$ cat src/rtl/uart_frame_pkg.sv
// uart_frame_pkg: shared types and defaults for the UART quaternion frame controller.
package uart_frame_pkg;
    typedef enum logic [1:0] {HUNT_H0, HUNT_H1, PAYLOAD, CHECK} state_t;
    localparam logic [7:0] HDR0_DEF = 8'hAA;
    localparam logic [7:0] HDR1_DEF = 8'h55;
    localparam int PAYLOAD_BYTES = 8;
    typedef struct packed {
        logic signed [15:0] q3;
        logic signed [15:0] q2;
        logic signed [15:0] q1;
        logic signed [15:0] q0;
    } frame_t;
endpackage

$ cat src/rtl/uart_gap_timer.sv
// uart_gap_timer: inter-byte gap counter; pulses o_tc on its last count and wraps to zero.
module uart_gap_timer #(
    parameter int TIMEOUT_CLKS = 13020
) (
    input  logic clk,
    input  logic rst,
    input  logic i_clr,
    input  logic i_en,
    output logic o_tc
);
    localparam int W = $clog2(TIMEOUT_CLKS + 1);
    logic [W-1:0] r_cnt;
    assign o_tc = i_en && (r_cnt == W'(TIMEOUT_CLKS - 1));
    always_ff @(posedge clk or negedge rst) begin
        if (!rst) r_cnt <= '0;
        else if (i_clr || o_tc) r_cnt <= '0;
        else if (i_en) r_cnt <= r_cnt + 1'b1;
    end
endmodule

$ cat src/rtl/uart_frame_ctrl.sv
// uart_frame_ctrl: header hunt, payload collection, XOR check and gap timeout for
// quaternion frames; publishes q0..q3 under a valid/ack handshake.
module uart_frame_ctrl
    import uart_frame_pkg::*;
#(
    parameter int          CLK_FREQ     = 50000000,
    parameter int          BAUD_RATE    = 115200,
    parameter int          TIMEOUT_BITS = 30,
    parameter int          TIMEOUT_CLKS = TIMEOUT_BITS * CLK_FREQ / BAUD_RATE,
    parameter logic [7:0]  HDR0         = HDR0_DEF,
    parameter logic [7:0]  HDR1         = HDR1_DEF
) (
    input  logic               clk,
    input  logic               rst,
    input  logic [7:0]         rx_data,
    input  logic               rx_done,
    input  logic               frame_ack,
    output logic signed [15:0] q0,
    output logic signed [15:0] q1,
    output logic signed [15:0] q2,
    output logic signed [15:0] q3,
    output logic               frame_valid,
    output logic               crc_err,
    output logic               timeout_err,
    output logic               overrun,
    output logic [15:0]        frame_cnt
);
    state_t     r_state;
    logic [7:0] r_buf [PAYLOAD_BYTES];
    logic [2:0] r_idx;
    logic [7:0] r_xor;
    frame_t     r_frame;
    logic       w_hunt0, w_tc, w_tmo, w_chk, w_pub;

    assign w_hunt0 = r_state == HUNT_H0;
    assign w_tmo   = w_tc && !rx_done;
    assign w_chk   = rx_done && r_state == CHECK;
    assign w_pub   = w_chk && rx_data == r_xor;
    assign {q3, q2, q1, q0} = r_frame;

    uart_gap_timer #(.TIMEOUT_CLKS(TIMEOUT_CLKS)) u_gap (
        .clk   (clk),
        .rst   (rst),
        .i_clr (rx_done || w_hunt0),
        .i_en  (!w_hunt0),
        .o_tc  (w_tc)
    );

    always_ff @(posedge clk or negedge rst) begin
        if (!rst) begin
            r_state <= HUNT_H0;
            r_idx   <= '0;
            r_xor   <= '0;
        end else if (w_tmo) begin
            r_state <= HUNT_H0;
        end else if (rx_done) begin
            case (r_state)
                HUNT_H0: r_state <= rx_data == HDR0 ? HUNT_H1 : HUNT_H0;
                HUNT_H1: begin
                    r_idx   <= '0;
                    r_xor   <= '0;
                    r_state <= rx_data == HDR1 ? PAYLOAD : rx_data == HDR0 ? HUNT_H1 : HUNT_H0;
                end
                PAYLOAD: begin
                    r_xor   <= r_xor ^ rx_data;
                    r_idx   <= r_idx + 3'd1;
                    r_state <= r_idx == 3'(PAYLOAD_BYTES - 1) ? CHECK : PAYLOAD;
                end
                default: r_state <= HUNT_H0;
            endcase
        end
    end

    always_ff @(posedge clk) begin
        if (rx_done && r_state == PAYLOAD) r_buf[r_idx] <= rx_data;
    end

    // A publish outranks an ack in the same cycle: the new frame stays pending.
    always_ff @(posedge clk or negedge rst) begin
        if (!rst) begin
            r_frame     <= '0;
            frame_valid <= 1'b0;
            crc_err     <= 1'b0;
            timeout_err <= 1'b0;
            overrun     <= 1'b0;
            frame_cnt   <= '0;
        end else begin
            crc_err     <= w_chk && !w_pub;
            timeout_err <= w_tmo;
            if (w_pub) begin
                r_frame     <= {r_buf[7], r_buf[6], r_buf[5], r_buf[4],
                                r_buf[3], r_buf[2], r_buf[1], r_buf[0]};
                frame_cnt   <= frame_cnt + 16'd1;
                frame_valid <= 1'b1;
                if (frame_valid && !frame_ack) overrun <= 1'b1;
            end else if (frame_ack && frame_valid) begin
                frame_valid <= 1'b0;
                overrun     <= 1'b0;
            end
        end
    end
endmodule

$ cat config.mk
export PLATFORM = sky130hd
export DESIGN_NAME = uart_frame_ctrl
export DESIGN_NICKNAME = d
export VERILOG_FILES = /design/src/rtl/uart_frame_pkg.sv /design/src/rtl/uart_gap_timer.sv /design/src/rtl/uart_frame_ctrl.sv
export SDC_FILE = /design/constraint.sdc
export NUM_CORES = 1
export LEC_CHECK = 0
export CORE_AREA = 2 2 122 113
export CTS_CLUSTER_DIAMETER = 200
export DETAILED_ROUTE_END_ITERATION = 10
export DIE_AREA = 0 0 124 115
export PLACE_DENSITY = 0.78
export SLEW_MARGIN = 20
export SYNTH_ARGS = -nofsm -noshare
export SYNTH_HDL_FRONTEND = slang
export SYNTH_SLANG_ARGS = --single-unit
$ cat constraint.sdc
create_clock -name clk -period 2.55 [get_ports clk]
set_clock_uncertainty 0.05 [all_clocks]
set_input_delay 0.51 -clock clk [delete_from_list [all_inputs] [get_ports clk]]
set_output_delay 0.51 -clock clk [all_outputs]
set_load 0.02 [all_outputs]
==> results.md, run 1 <==
* Number of port buffers at 95
* Dpl ws at -0.1117 ns
* Cells after Synth at 467
* Number of flops mapped to enable cells by yosys at 64
* Setup Crit Path Kind: input port to flip-flop
* Core Area at 0.01301 sq mm
* Synth top area cells: dfrtp_1, edfxtp_1, mux2_2
* Post-route insts no fill at 769
* Register area share after synthesis at 68.38%
* Vias in the first global route at 4221
* Die area at 0.01426 sq mm
* Register bit total from synthesis at 175
* Top cells by count, synth: dfrtp_1, edfxtp_1, mux2_2
* Dpl cells at 737
* First-pass GRT wire length at 22090 um
* Synth area leader: dfrtp_1
* Routability cong. at 0.8613
* Ys async rst share at 63.43%
* Antenna diodes at 0
* Synthesized cell area at 0.006873 sq mm
* R2R Setup Slk at 0.49 ns
* DRC at 0
* Initial core utilization at 52.82%
* Worst-Margin Slew at 0.5269 ns
* Cell with the most instances after synthesis: dfrtp_1
* Hold buffers post-CTS at 0
* CP arrival at 2.49 ns
* Worst-path maximum fanout at 50
* Deepest clock path buffer count at 2
* Clk Latency, worst-skew pair at 0.42 ns
* Tcrit/Tclk final at 87.83%
* Status: complete, no violations
* Ys Warns at 0
* Final Hold Viols at 0
* Drt via density at 5.485
* Crit. End Element: flip-flop
* DPL Wire Length at 9129 um
* Avg Cell Area, Syn at 14.72 sq um
* I/O pin count at 96
* Die height at 115 um
* Final net count at 609
* CTS clock-pin slew for the worst setup and hold paths at 0.06 ns
* F_max at 446.5 MHz
* Req. time, crit path at 2.80 ns
* Routed Wire Length at 13750 um
* Worst hold path class: input port to asynchronous set/reset pin
* Minimum clock period at 2.240 ns
* Antenna Violating Nets Remaining at 0
* Clock root buffer: clkbuf_16
* Crit path launch: rx_data[5]
* CTS H-tree lvls at 4
* Vias at 4218
* Final setup fails at 0
* Synth cell types at 39
* Setup TNS at 0 ns
* # clock sinks at 175
* GRT Overall Usage at 20.86%
* Num CTS Buffers at 17
* Die Width at 124 um
* Post-DR wirelength/cell at 17.88 um
* Post-CTS Setup Repair Bufs at 0
* Largest net degree at the start of global routing at 51
* Max Cap Violations at 0
* Area share of the leading cell type in the synthesized netlist at 40.42%
* Pleak at 3.741 nW
* DR iter-0 viols at 344
* Slew Limit Fails at 0
* TritonCTS clock tree: built
* DP Area at 0.008157 sq mm
* Worst vdd ir at 0.4396 mV
* Top_reg_cell synth: dfrtp_1
* RSZ-0062 raised after global routing: no
* Row count at 40
* Post-CTS Resized at 0
* Power Density at 717.0 mW/mm^2
* DR pass1 iterations at 4
* Worst Reg2Reg Path Length in Cells at 5
* Origin of the critical flop-to-flop path: r_state[1]$_DFFE_PN0P_
* Startpoint Class: input port
* Worst Setup Slack, final at 0.3104 ns
* Antenna violations before repair at 0
* Layout cells sized above 1 at 15.64%
* Rel. slew slack at 64.87%
* Net Count, Synth at 488
* Overall power at 6.310 mW
* GRT Residual Overflow at 0
* Synthesis-to-layout area growth at 28.05%
* Design area at 0.008801 sq mm
[power breakdown]
part           total, mW  internal (mW)  switching (mW)
combinational      0.478          0.181           0.297
clock               2.75           1.74            1.01
sequential          3.08           3.00          0.0760
total               6.31           4.93            1.38
[through the flow]
stage	hold slack [ns]	utilization (%)
finish	0.02237	67.63
CTS	0.01852	67.63
global placement	0.3918	62.68
floorplan	0.1644	-
global route	0.04666	67.63
detailed placement	0.3993	62.68
[area by class of cell]
| class | instances | area, sq um |
|---|---|---|
| well taps | 168 | 210.2 |
| multi-input cells | 256 | 2014 |
| repair buffers | 121 | 1169 |
| fillers | 902 | 4212 |
| flip-flops and latches | 175 | 4700 |
| clock buffers | 23 | 488.0 |
| inverters | 17 | 63.81 |
| clock inverters | 9 | 156.4 |
[cells in the final DEF, fill, tap and decap left out, types with 14 or more instances in the layout]
| cell | count |
|---|---|
| nand4_1 | 20 |
| o21ai_0 | 14 |
| mux2_1 | 30 |
| xnor2_1 | 18 |
| buf_4 | 25 |
| nand2_1 | 17 |
| clkdlybuf4s50_1 | 94 |
| mux2_2 | 35 |
| nor2_1 | 25 |
| nor4_1 | 19 |
| clkbuf_16 | 17 |
| dfrtp_1 | 111 |
| edfxtp_1 | 64 |
| inv_1 | 17 |
| xor2_1 | 17 |
[layer usage]
metal  up-vias  wire length (um)  track usage (%)
met1      2092              6081            28.52
met4         0               237            7.341
met5         -                 0                0
met3        21               953            5.010
met2       164              6476            33.08
li1       1941                 -                -
[registers in the layout, indices dropped and copies added (netlist names)]
register	count
q0	16
r_state	2
crc_err	1
q1	16
frame_valid	1
frame_cnt	16
q2	16
r_idx	3
timeout_err	1
overrun	1
q3	16
u_gap.r_cnt	14
r_xor	8
r_buf	64
[critical path, stage by stage]
cell	delay [ns]
clkdlybuf4s50_1	0.51
xnor2_1	0.25
nand4_1	0.28
nor3_4	0.25
buf_12	0.29
mux2_2	0.38
[path summary, 6_finish.rpt]
check                                              to
worst max-delay path               q2[14]$_DFFE_PN0P_
max in group asynchronous       timeout_err$_DFF_PN0_
worst min register to register      q3[3]$_DFFE_PN0P_
worst max register to register     q2[14]$_DFFE_PN0P_
min in group clk                    q3[3]$_DFFE_PN0P_
worst min-delay path                q0[0]$_DFFE_PN0P_
[cell families after synthesis]
group	after synthesis	synth area share, %
simple gates	119	9.703
flops	175	68.38
fa+ha+maj	9	1.638
buf+inv	36	2.403
compound gates	28	2.767
xor+xnor	35	4.460
mux	65	10.65
Power figures use the tool's default switching activity.
==> inputs of run 2 (changes only) <==
--- a/config.mk
+++ b/config.mk
@@ -5,11 +5,12 @@
 export SDC_FILE = /design/constraint.sdc
 export NUM_CORES = 1
 export LEC_CHECK = 0
-export CORE_AREA = 2 2 122 113
+export CAP_MARGIN = 20
+export CORE_AREA = 2 2 134 123
 export CTS_CLUSTER_DIAMETER = 200
 export DETAILED_ROUTE_END_ITERATION = 10
-export DIE_AREA = 0 0 124 115
-export PLACE_DENSITY = 0.78
+export DIE_AREA = 0 0 136 125
+export PLACE_DENSITY = 0.67
 export SLEW_MARGIN = 20
 export SYNTH_ARGS = -nofsm -noshare
 export SYNTH_HDL_FRONTEND = slang
==> run 2 against run 1 <==
Compared with the run above: setup slack better by 0.061 ns; final cell count rose by 5.3%; routed wire length is 5.1% higher; register-to-register slack gained 0.05 ns; via count rose by 0.33%; critical path type unchanged; critical endpoint is now q3[11]$_DFFE_PN0P_; largest power group unchanged.
==> results.md, run 2 (same netlist as run 1, synthesis figures left out) <==
* Status: complete, no violations
* CP delay by family, top: buffers and inverters
* Overall power at 6.074 mW
* TritonCTS clock tree: built
* Filler cells at 1256
* Area taken by multi-input logic gates at 0.002014 sq mm
* Routed Wire Length at 14460 um
* RSZ-0062 raised after global routing: no
* Antenna Violating Nets Remaining at 0
* Number of port buffers at 95
* DR pass1 iterations at 4
* Vias in the first global route at 4308
* Worst-Margin Slew at 0.5425 ns
* Die height at 125 um
* Antenna violations before repair at 0
* Largest net degree at the start of global routing at 53
* Clk pwr share at 41.2%
* Sw Pwr at 1.469 mW
* Slew Limit Fails at 0
* Final Hold Viols at 0
* Cell Int Power at 4.604 mW
* Max FFs per register at 64
* I/O pin count at 96
* Startpoint Class: input port
* GRT Overall Usage at 17.82%
* Sequential cell area at 0.004700 sq mm
* Row count at 44
* CTS H-tree lvls at 4
* DR iter-0 viols at 222
* Deepest clock path buffer count at 2
* DRC at 0
* Sequential power share at 50.7%
* Die area at 0.01700 sq mm
* Hold buffers post-CTS at 0
* Fin util at 55.89%
* # clock sinks at 175
* Clock root buffer: clkbuf_16
* Final setup fails at 0
* Most frequent cells in the layout: dfrtp_1, clkdlybuf4s50_1, edfxtp_1
* Clk Latency, worst-skew pair at 0.42 ns
* Sw frac at 24.19%
* Comb power frac at 8.0%
* Post-route insts no fill at 810
* Tcrit/Tclk final at 85.44%
* Crit-path cells: clkdlybuf4s50_1 > xnor2_1 > nand2_1 > nor3_4 > buf_12 > mux2_2
* Pleak at 3.732 nW
* Post-CTS Resized at 0
* Minimum clock period at 2.179 ns
* CP max-delay cell: clkdlybuf4s50_1
* F_max at 459.0 MHz
* Initial core utilization at 43.65%
* Num CTS Buffers at 17
* GRT Residual Overflow at 0
* Crit. End Element: flip-flop
* CTS clock-pin slew for the worst setup and hold paths at 0.06 ns
* Post-CTS Setup Repair Bufs at 0
* CP arrival at 2.43 ns
* Synthesis-to-layout area growth at 28.04%
* Worst Setup Slack, final at 0.3714 ns
* Worst-path maximum fanout at 52
* Layout cells sized above 1 at 16.09%
* Req. time, crit path at 2.81 ns
* Setup Crit Path Kind: input port to flip-flop
* Dpl ws at -0.08884 ns
* DPL Wire Length at 9570 um
* Die Width at 136 um
* Antenna diodes at 0
* Most common cell after layout, fill and taps aside: dfrtp_1
* Max Cap Violations at 0
* Post-DR wirelength/cell at 17.85 um
* Max incr delay on CP at 0.46 ns
* Worst vdd ir at 0.5742 mV
* Worst hold path class: input port to asynchronous set/reset pin
* First-pass GRT wire length at 22980 um
* Power Density at 690.2 mW/mm^2
* Final net count at 611
* Vias at 4232
* Design area at 0.008800 sq mm
* Largest Register: r_buf
* Core Area at 0.01575 sq mm
* Rel. slew slack at 63.83%
* Dpl cells at 778
* CP Buf/Inv Count at 2
* DP Area at 0.008220 sq mm
* Drt via density at 5.225
* Routability cong. at 0.8386
==> run 2: cell count changes in the layout (fill, tap and decap cells not counted) <==
cell / delta
clkbuf_1: -1
inv_8: +2
buf_4: +2
clkinv_2: +1
bufinv_16: -3
clkbuf_8: -2
inv_6: +4
clkinvlp_4: -2
clkinv_4: +1
==> run 2: power by group through the flow <==
stage	registers [mW]	logic (mW)	clock network [mW]
floorplan	3.11	0.275	0
global placement	3.13	0.464	0
detailed placement	3.13	0.481	0
CTS	3.08	0.489	2.57
global route	3.09	0.538	2.68
finish	3.08	0.488	2.50
==> run 2: path summary, 6_finish.rpt <==
kind	from	endpoint	slack [ns]	cells past startpoint
min in group clk	r_buf[2][1]$_DFFE_PP_	q1[1]$_DFFE_PN0P_	0.41	1
worst max register to register	r_xor[6]$_DFFE_PN0P_	frame_cnt[15]$_DFFE_PN0P_	0.54	6
worst max-delay path	rx_data[0]	q3[11]$_DFFE_PN0P_	0.37	6
worst min register to register	r_buf[2][1]$_DFFE_PP_	q1[1]$_DFFE_PN0P_	0.41	1
worst min-delay path	rst	q0[3]$_DFFE_PN0P_	0.03	1
max in group asynchronous	rst	frame_cnt[3]$_DFFE_PN0P_	1.75	2
==> run 2: stage by stage <==
step	hold WS, ns	TNS (ns)
after detailed placement	0.3996	-3.931
after global placement	0.3915	-1.317
after global routing	0.04339	0
final	0.02505	0
after floorplan	0.1644	0
after CTS	0.02071	0
==> run 2: final cells by class <==
type	count	share of cell area (%)
Clock buffer	20	5.190
Clock inverter	12	1.393
Inverter	17	0.7252
Multi-Input combinational cell	256	22.89
Sequential cell	175	53.41
Tap cell	207	2.943
Timing Repair Buffer	123	13.45
==> run 2: per-layer routing <==
layer	vias to the layer above	track usage, %	routed length, um
met5	-	0	0
met4	0	4.963	135
met3	12	4.826	843
met2	123	27.05	6689
met1	2146	25.39	6789
li1	1951	-	-
==> run 2: worst reg2reg max path: stages (launching register included) <==
cell     delay [ns]
dfrtp_1        0.41
xnor2_1        0.26
nand4_2        0.20
buf_4          0.25
nor4_1         0.43
buf_4          0.19
xor2_1         0.14
